$ cat src/rtl/neuron_frame_loader_pkg.sv
// Shared definitions for the neuron input interface.
// Holds the pixel width, the pixels-per-frame count and the derived beat
// counter width, so that the frame loader and the neuron consumer agree on
// how the Image/Weight buses are packed.
package neuron_frame_loader_pkg;

    localparam int size_word    = 8;
    localparam int number_image = 121;
    localparam int CNT_W        = $clog2(number_image);

    typedef enum logic {
        LOAD = 1'b0,
        FULL = 1'b1
    } load_state_t;

endpackage

$ cat src/rtl/frame_slot_decoder.sv
// Slot-write decoder for the frame loader.
// Turns the slot index of an accepted beat into one-hot write enables.
//   wr_en   in   a beat is being stored this cycle
//   idx     in   destination slot index
//   pix_en  out  one-hot pixel slot enable, bit i selects pixel slot i
//   wgt_en  out  one-hot weight bit enable, slot i maps to bit number_image-1-i
module frame_slot_decoder #(
    parameter int number_image = neuron_frame_loader_pkg::number_image,
    parameter int CNT_W        = $clog2(number_image)
) (
    input  logic                    wr_en,
    input  logic [CNT_W-1:0]        idx,
    output logic [number_image-1:0] pix_en,
    output logic [number_image-1:0] wgt_en
);

    for (genvar i = 0; i < number_image; i++) begin : g_slot
        assign pix_en[i] = wr_en && (idx == CNT_W'(i));
        // Weight vector is stored reversed: first beat lands in the MSB.
        assign wgt_en[number_image-1-i] = pix_en[i];
    end

endmodule

$ cat src/rtl/neuron_frame_loader.sv
// Serial-to-parallel frame loader feeding the binary-weighted neuron.
// Collects one signed pixel and one weight bit per accepted beat, then
// presents the complete frame with a valid/ready handshake, frozen until it
// is consumed.
//   clk, rst      clock, synchronous active-high reset
//   in_valid/in_ready/in_pixel/in_weight/in_sof  beat input handshake
//   Image         packed frame, pixel i at [size_word*(i+1)-1 : size_word*i]
//   Weight        weight of pixel i at bit number_image-1-i
//   frame_valid/frame_ready  frame output handshake
//   beat_count    beats stored in the current frame
//   frame_drop    one-cycle pulse when a partial frame is discarded
module neuron_frame_loader #(
    parameter int   size_word    = neuron_frame_loader_pkg::size_word,
    parameter int   number_image = neuron_frame_loader_pkg::number_image,
    localparam int  CNT_W        = $clog2(number_image)
) (
    input  logic                              clk,
    input  logic                              rst,
    input  logic                              in_valid,
    output logic                              in_ready,
    input  logic [size_word-1:0]              in_pixel,
    input  logic                              in_weight,
    input  logic                              in_sof,
    output logic [size_word*number_image-1:0] Image,
    output logic [number_image-1:0]           Weight,
    output logic                              frame_valid,
    input  logic                              frame_ready,
    output logic [CNT_W-1:0]                  beat_count,
    output logic                              frame_drop
);

    import neuron_frame_loader_pkg::*;

    localparam logic [CNT_W-1:0] LAST_IDX = CNT_W'(number_image - 1);

    load_state_t             state;
    logic                    accept;
    logic [CNT_W-1:0]        idx;
    logic [number_image-1:0] pix_en;
    logic [number_image-1:0] wgt_en;

    // Handshake outputs are pure decodes of the state register.
    assign in_ready    = (state == LOAD);
    assign frame_valid = (state == FULL);

    assign accept = in_valid && (state == LOAD);
    // A start-of-frame beat always restarts at slot 0.
    assign idx    = in_sof ? '0 : beat_count;

    frame_slot_decoder #(
        .number_image (number_image),
        .CNT_W        (CNT_W)
    ) u_dec (
        .wr_en  (accept),
        .idx    (idx),
        .pix_en (pix_en),
        .wgt_en (wgt_en)
    );

    always_ff @(posedge clk) begin
        if (rst) begin
            state      <= LOAD;
            beat_count <= '0;
            frame_drop <= 1'b0;
            Image      <= '0;
            Weight     <= '0;
        end else begin
            frame_drop <= 1'b0;
            case (state)
                LOAD: begin
                    if (accept) begin
                        for (int i = 0; i < number_image; i++) begin
                            if (pix_en[i]) Image[i*size_word +: size_word] <= in_pixel;
                        end
                        Weight <= (Weight & ~wgt_en) | (wgt_en & {number_image{in_weight}});
                        // Resync mid-frame: the partial frame is abandoned.
                        frame_drop <= in_sof && (beat_count != '0);
                        if (idx == LAST_IDX) begin
                            state      <= FULL;
                            beat_count <= '0;
                        end else begin
                            beat_count <= idx + 1'b1;
                        end
                    end
                end
                FULL: begin
                    if (frame_ready) state <= LOAD;
                end
                default: state <= LOAD;
            endcase
        end
    end

endmodule

$ cat config.mk
export PLATFORM = sky130hd
export DESIGN_NAME = neuron_frame_loader
export DESIGN_NICKNAME = d
export VERILOG_FILES = /design/src/rtl/neuron_frame_loader_pkg.sv /design/src/rtl/frame_slot_decoder.sv /design/src/rtl/neuron_frame_loader.sv
export SDC_FILE = /design/constraint.sdc
export NUM_CORES = 2
export LEC_CHECK = 0
export ABC_AREA = 1
export CAP_MARGIN = 20
export CORE_AREA = 2 2 430 432
export CTS_CLUSTER_DIAMETER = 30
export DETAILED_ROUTE_END_ITERATION = 10
export DIE_AREA = 0 0 432 434
export GPL_ROUTABILITY_DRIVEN = 1
export PLACE_DENSITY = 0.39
export RECOVER_POWER = 100
export SYNTH_ARGS = -nofsm -noshare
export SYNTH_HDL_FRONTEND = slang
export SYNTH_SLANG_ARGS = --single-unit
export TNS_END_PERCENT = 30
$ cat constraint.sdc
create_clock -name clk -period 4.5 [get_ports clk]
set_input_delay 0.9 -clock clk [delete_from_list [all_inputs] [get_ports clk]]
set_output_delay 0.9 -clock clk [all_outputs]
set_load 0.1 [all_outputs]
==> run_results.csv <==
group,metric,value,unit
logic_synthesis,synth-main-ff-cell,"dfxtp_1",
clocking,cts_buffers,352,
setup_path,r2r_slack,1.05,ns
route,drc,0,
sta,setup_tns,0,ns
sta,fin_crit,3.72,ns
route,dr.first_iter.drc_count,2403,
sta,rsz0062_at_grt,"no",
outcome,status,"finished with violations",
setup_path,critical-path-slowest-cell,"nor2_2",
logic_synthesis,ys_seq_elements,1098,
placed_design,gp_congestion,0.834,
sta,setup_viol,0,
setup_path,critPathMaxStageDelay,1.11,ns
sta,hold_viol,0,
logic_synthesis,avgSynthCellArea,7.63,µm²
logic_synthesis,synthArstFlopShare,0,
layout,synthToLayoutAreaGrowth,67.3,%
logic_synthesis,synth_area_leader_cell,"dfxtp_1",
route,routed_wl,211000,µm
setup_path,path_class,"in2reg",
floorplanning,core_region_area,182000,µm²
global_routing,grt_start_max_net_pins,126,
global_routing,antenna_found_initial,13,
power,cellPowerDensity,538,nW/µm²
route,drtAntennaViolNets,0,
clocking,cts_resized,0,
route,dr.pass1.iters,5,
clocking,clk_latency,0.94,ns
logic_synthesis,ys_warn_count,0,
sta,drv_slew,6,
sta,worstMarginPinSlew,1.64,ns
setup_path,crit_chain,"dlygate4sd3_1, inv_1, nand2_1, nor2_1, inv_1, nor2_2, nand2_1, inv_1, nor2_1, nor2_1",
route,wl_per_cell,23.6,µm
setup_path,worstPathRequired,5.34,ns
run,maxCapViolCount,6,
placed_design,portBuffers,1112,
floorplanning,rows,157,
clocking,clk_pin_slew,0.04,ns
global_routing,grt_pass1_vias,36900,
clocking,holdBufCountCts,0,
logic_synthesis,yosysMostFrequentCell,"nor2_1",
route,num_vias,38600,
worst_hold_path,hold_path_class,"reg2reg",
clocking,cts.htree.levels,5,
logic_synthesis,postSynthCellCount,4976,
sta,slew_headroom,-0.0895,
global_routing,grt_pass1_wl,290000,µm
power,irDropWorstVdd,373,µV
setup_path,worstPathArrival,4.56,ns
outcome,violations,"capacitance limit, slew limit",
logic_synthesis,synth.distinct_cells,16,
placed_design,placed_cell_area,52400,µm²
floorplanning,die_w,432,µm
setup_path,path_buf_inv,4,
logic_synthesis,yosysSeqAreaShare,0.579,
logic_synthesis,syn_nets,4990,
logic_synthesis,synth_top_area_share,0.579,
sta,finalCritPeriodShare,0.827,
layout,drive_gt1_frac,0.0968,
clocking,cts-root-buf,"clkbuf_16",
layout,nets,6311,
floorplanning,dieArea,187000,µm²
logic_synthesis,syn_area,38000,µm²
floorplanning,die_h,434,µm
logic_synthesis,synth_commonest_cells,"2219 x nor2_1, 1098 x dfxtp_1, 1090 x o21ai_0, 239 x clkbuf_1, 136 x nand2_1",
sta,max_freq,0.269,GHz
power,leakagePower,27.8,nW
floorplanning,initial_core_util,0.208,
sta,fin_skew,0.0593,ns
global_routing,track_usage,0.216,
global_routing,grt.overflow.total,0,
setup_path,crit_path_max_fanout,10,
route,viasPerCell,4.32,
sta,hold_ws,0.468,ns
clocking,cts_sinks,1098,
setup_path,end_kind,"register",
logic_synthesis,synth_edf_count,0,
floorplanning,num_io_pins,1113,
placed_design,hpwl,145000,µm
setup_path,startpoint_type,"primary input",
clocking,cts_setup_buffers,0,
setup_path,cp_top_family,"simple AND/OR/NAND/NOR gates",
logic_synthesis,synth.area.top_cells,"dfxtp_1 58%, nor2_1 22%, o21ai_0 14%",
clocking,clockBufferDepth,4,
clocking,cts_tree,"built",
layout,design_area,63500,µm²
-- metrics by stage --
step	setup WS, ns	power [mW]	instances	utilization
floorplan	1.60	10.4	4976	-
global placement	0.406	10.8	8320	0.286
detailed placement	0.371	10.8	8327	0.287
CTS	0.772	34.6	8935	0.350
global route	0.550	35.2	8936	0.348
finish	0.778	34.2	8943	0.348
-- metal layers --
layer / vias to the layer above / global-route usage / share of wire
met2: 1341 / 0.368 / 0.49
met3: 372 / 0.0697 / 0.076
li1: 18700 / - / -
met4: 0 / 0.0838 / 0.035
met1: 18100 / 0.251 / 0.40
met5: - / 0 / 0
-- area by class of cell --
type / instances / area [µm²]
Inverter: 153 / 582
Clock buffer: 513 / 10500
Clock inverter: 95 / 997
Multi-Input combinational cell: 3480 / 14500
Tap cell: 2385 / 2980
Sequential cell: 1098 / 22000
Fill cell: 19200 / 119000
Antenna cell: 7 / 17.5
Timing Repair Buffer: 1212 / 12000
-- where the power goes --
part	switching, mW	total [mW]	internal (mW)
registers	0.00803	9.79	9.79
clock network	6.69	23.5	16.8
logic	0.685	0.863	0.178
-- worst reg2reg max path, cell delays in order, from the launching register on --
cell,delay [ns]
dfxtp_1,0.31
inv_2,0.08
nand2_2,0.17
inv_1,0.21
nand2_1,0.14
nor2_1,0.90
clkbuf_1,0.54
nand2_1,0.42
inv_1,0.41
nor2_1,0.09
nor2_1,0.10
-- cell usage in the layout, fill, tap and decap left out, drive strengths merged --
cell type,synthesis,layout
dfxtp,1098,1098
nor4,1,1
clkdlybuf4s50,0,8
o21ai,1090,1090
a21oi,8,8
bufinv,0,19
buf,6,78
a31oi,1,1
clkinv,90,161
nor2,2233,2233
nand2,139,139
diode,0,7
dlygate4sd3,0,1074
inv,63,66
clkbuf,239,565
nand3,8,8
clkinvlp,0,2
-- cells by family after synthesis --
kind of cell | Yosys count | synth area share
AO/OA/AOI/OAI | 1099 | 0.145
flip-flops | 1098 | 0.579
AND/OR/NAND/NOR | 2381 | 0.237
buffers and inverters | 398 | 0.0395
-- worst paths after layout --
path | start | endpoint | cells after the start
max | in_sof | Image[747] | 10
min | Image[212] | Image[212] | 2
max reg2reg | frame_valid | Image[265] | 10
min reg2reg | Image[212] | Image[212] | 2
Power figures use the tool's default switching activity.
==> edit (same flow settings) <==
Set the package constant `size_word` to 4 (it was 8).
--- a/src/rtl/neuron_frame_loader_pkg.sv
+++ b/src/rtl/neuron_frame_loader_pkg.sv
@@ -4,7 +4,7 @@
 // how the Image/Weight buses are packed.
 package neuron_frame_loader_pkg;
 
-    localparam int size_word    = 8;
+    localparam int size_word    = 4;
     localparam int number_image = 121;
     localparam int CNT_W        = $clog2(number_image);
 
Interface: changed (resized Image and in_pixel); port bits go from 1113 to 625. The function was not compared with the original's and may differ.
==> edit against the original RTL <==
  * The run still ends with capacitance limit, slew limit left
  * Wire length down 42%
  * Register-to-register slack worse by 0.15 ns
  * Sequential power decreased by 44%
  * Hold slack got worse by 0.013 ns
  * Setup slack worse by 0.13 ns
  * Sequential cell count down 484
  * Maximum frequency shrank 3.5%
  * Clock power fell by 40%
  * Total power shrank 42%
  * Utilization fell by 13 points
  * Combinational power shrank 52%
  * Design area down 38%
  * Area after synthesis decreased by 39%
  * Largest cell class unchanged
==> edit: results (changes against the original RTL) <==
- Status: finished, violations left
- Failing checks: capacitance limit, slew limit
- Hold Crit Start: Image[141]
- Count of pins over their slew limit: 12 (+6)
- Initial antenna violation count: 5 (-8)
- Leakage: 18.32 nW (-34%)
- Worst reg-to-reg setup slack: 0.90 ns (-0.15 ns)
- Placed cells: 6,208 (-25%)
- Fin nets: 4,039 (-36%)
- Post-synthesis sequential area ratio: 53.18% (-4.7 points)
- Synth Net Count: 3,324 (-33%)
- Synth Area in Compound Gates: 8.791% (-5.7 points)
- Starting DRT DRC Count: 1,238 (-48%)
- DPL Wire Length: 85,600 um (-41%)
- Reg-to-Reg End: Image[182]
- Hold Slack: 0.4545 ns (-0.01312 ns)
- H-tree Lvls: 4 (-1)
- Vias in the first global route: 22,480 (-39%)
- Fill count: 20,200 (+5.1%)
- Max_cap viols: 7 (+1)
- Rel. slew slack: -32.32% (-23 points)
- First-pass GRT wire length: 168,200 um (-42%)
- First drt pass iteration count: 7 (+2)
- Top post-synthesis cells by count: nor2_1 (1,116), nand2_1 (631), dfxtp_1 (614), o21ai_0 (325), inv_1 (252)
- Arrival time at the worst endpoint: 4.57 ns (about the same)
- Final non-filler cell total: 6,585 (-26%)
[edit: cell count changes after synthesis, sizes merged, moves of 2 or more]
| cell | unedited run | this run |
|---|---|---|
| nor3 | 0 | 2 |
| nand2 | 139 | 638 |
| inv | 63 | 281 |
| nand4 | 0 | 2 |
| dfxtp | 1098 | 614 |
| buf | 6 | 36 |
| clkbuf | 239 | 123 |
| nor2 | 2233 | 1123 |
| a21oi | 8 | 77 |
| nand3 | 8 | 84 |
| o21ai | 1090 | 326 |
| clkinv | 90 | 5 |
[edit: per-stage QoR]
step                      util (%)  cell area, um^2
final                        21.42            39090
after global routing         21.42            39080
after CTS                    21.49            39210
after detailed placement     17.64            32200
after global placement       17.64            32200
after floorplan                  -            23110
[edit: critical path: stages]
cell           delay, ns
dlygate4sd3_1       0.52
nand2_1             0.32
inv_1               0.21
nand2_1             0.16
nor2_1              1.49
buf_4               0.41
nand2_1             0.26
nand2_1             0.14
nand2_1             0.06
nor2_1              0.10
[edit: power by group]
part           internal, mW  leakage [nW]  switching, mW
Sequential             5.47          4.94        0.00566
Clock                  9.87          3.47           4.21
Combinational        0.0692          9.91          0.344
[edit: per-layer routing]
metal | global-route usage (%) | share of wire, %
met3 | 3.128 | 4.8
met4 | 6.374 | 4.6
met5 | 0 | 0
met1 | 12.91 | 37
met2 | 23.58 | 53
[edit: area by class of cell]
cell class | instances | area [um^2] | area share [%]
multi-input cells | 2255 | 9114 | 23.32
inverters | 286 | 1081 | 2.766
well taps | 2385 | 2984 | 7.634
clock buffers | 307 | 6102 | 15.61
clock inverters | 65 | 910.9 | 2.330
repair buffers | 668 | 6593 | 16.87
flip-flops and latches | 614 | 12290 | 31.45
diodes | 5 | 12.51 | 0.03201
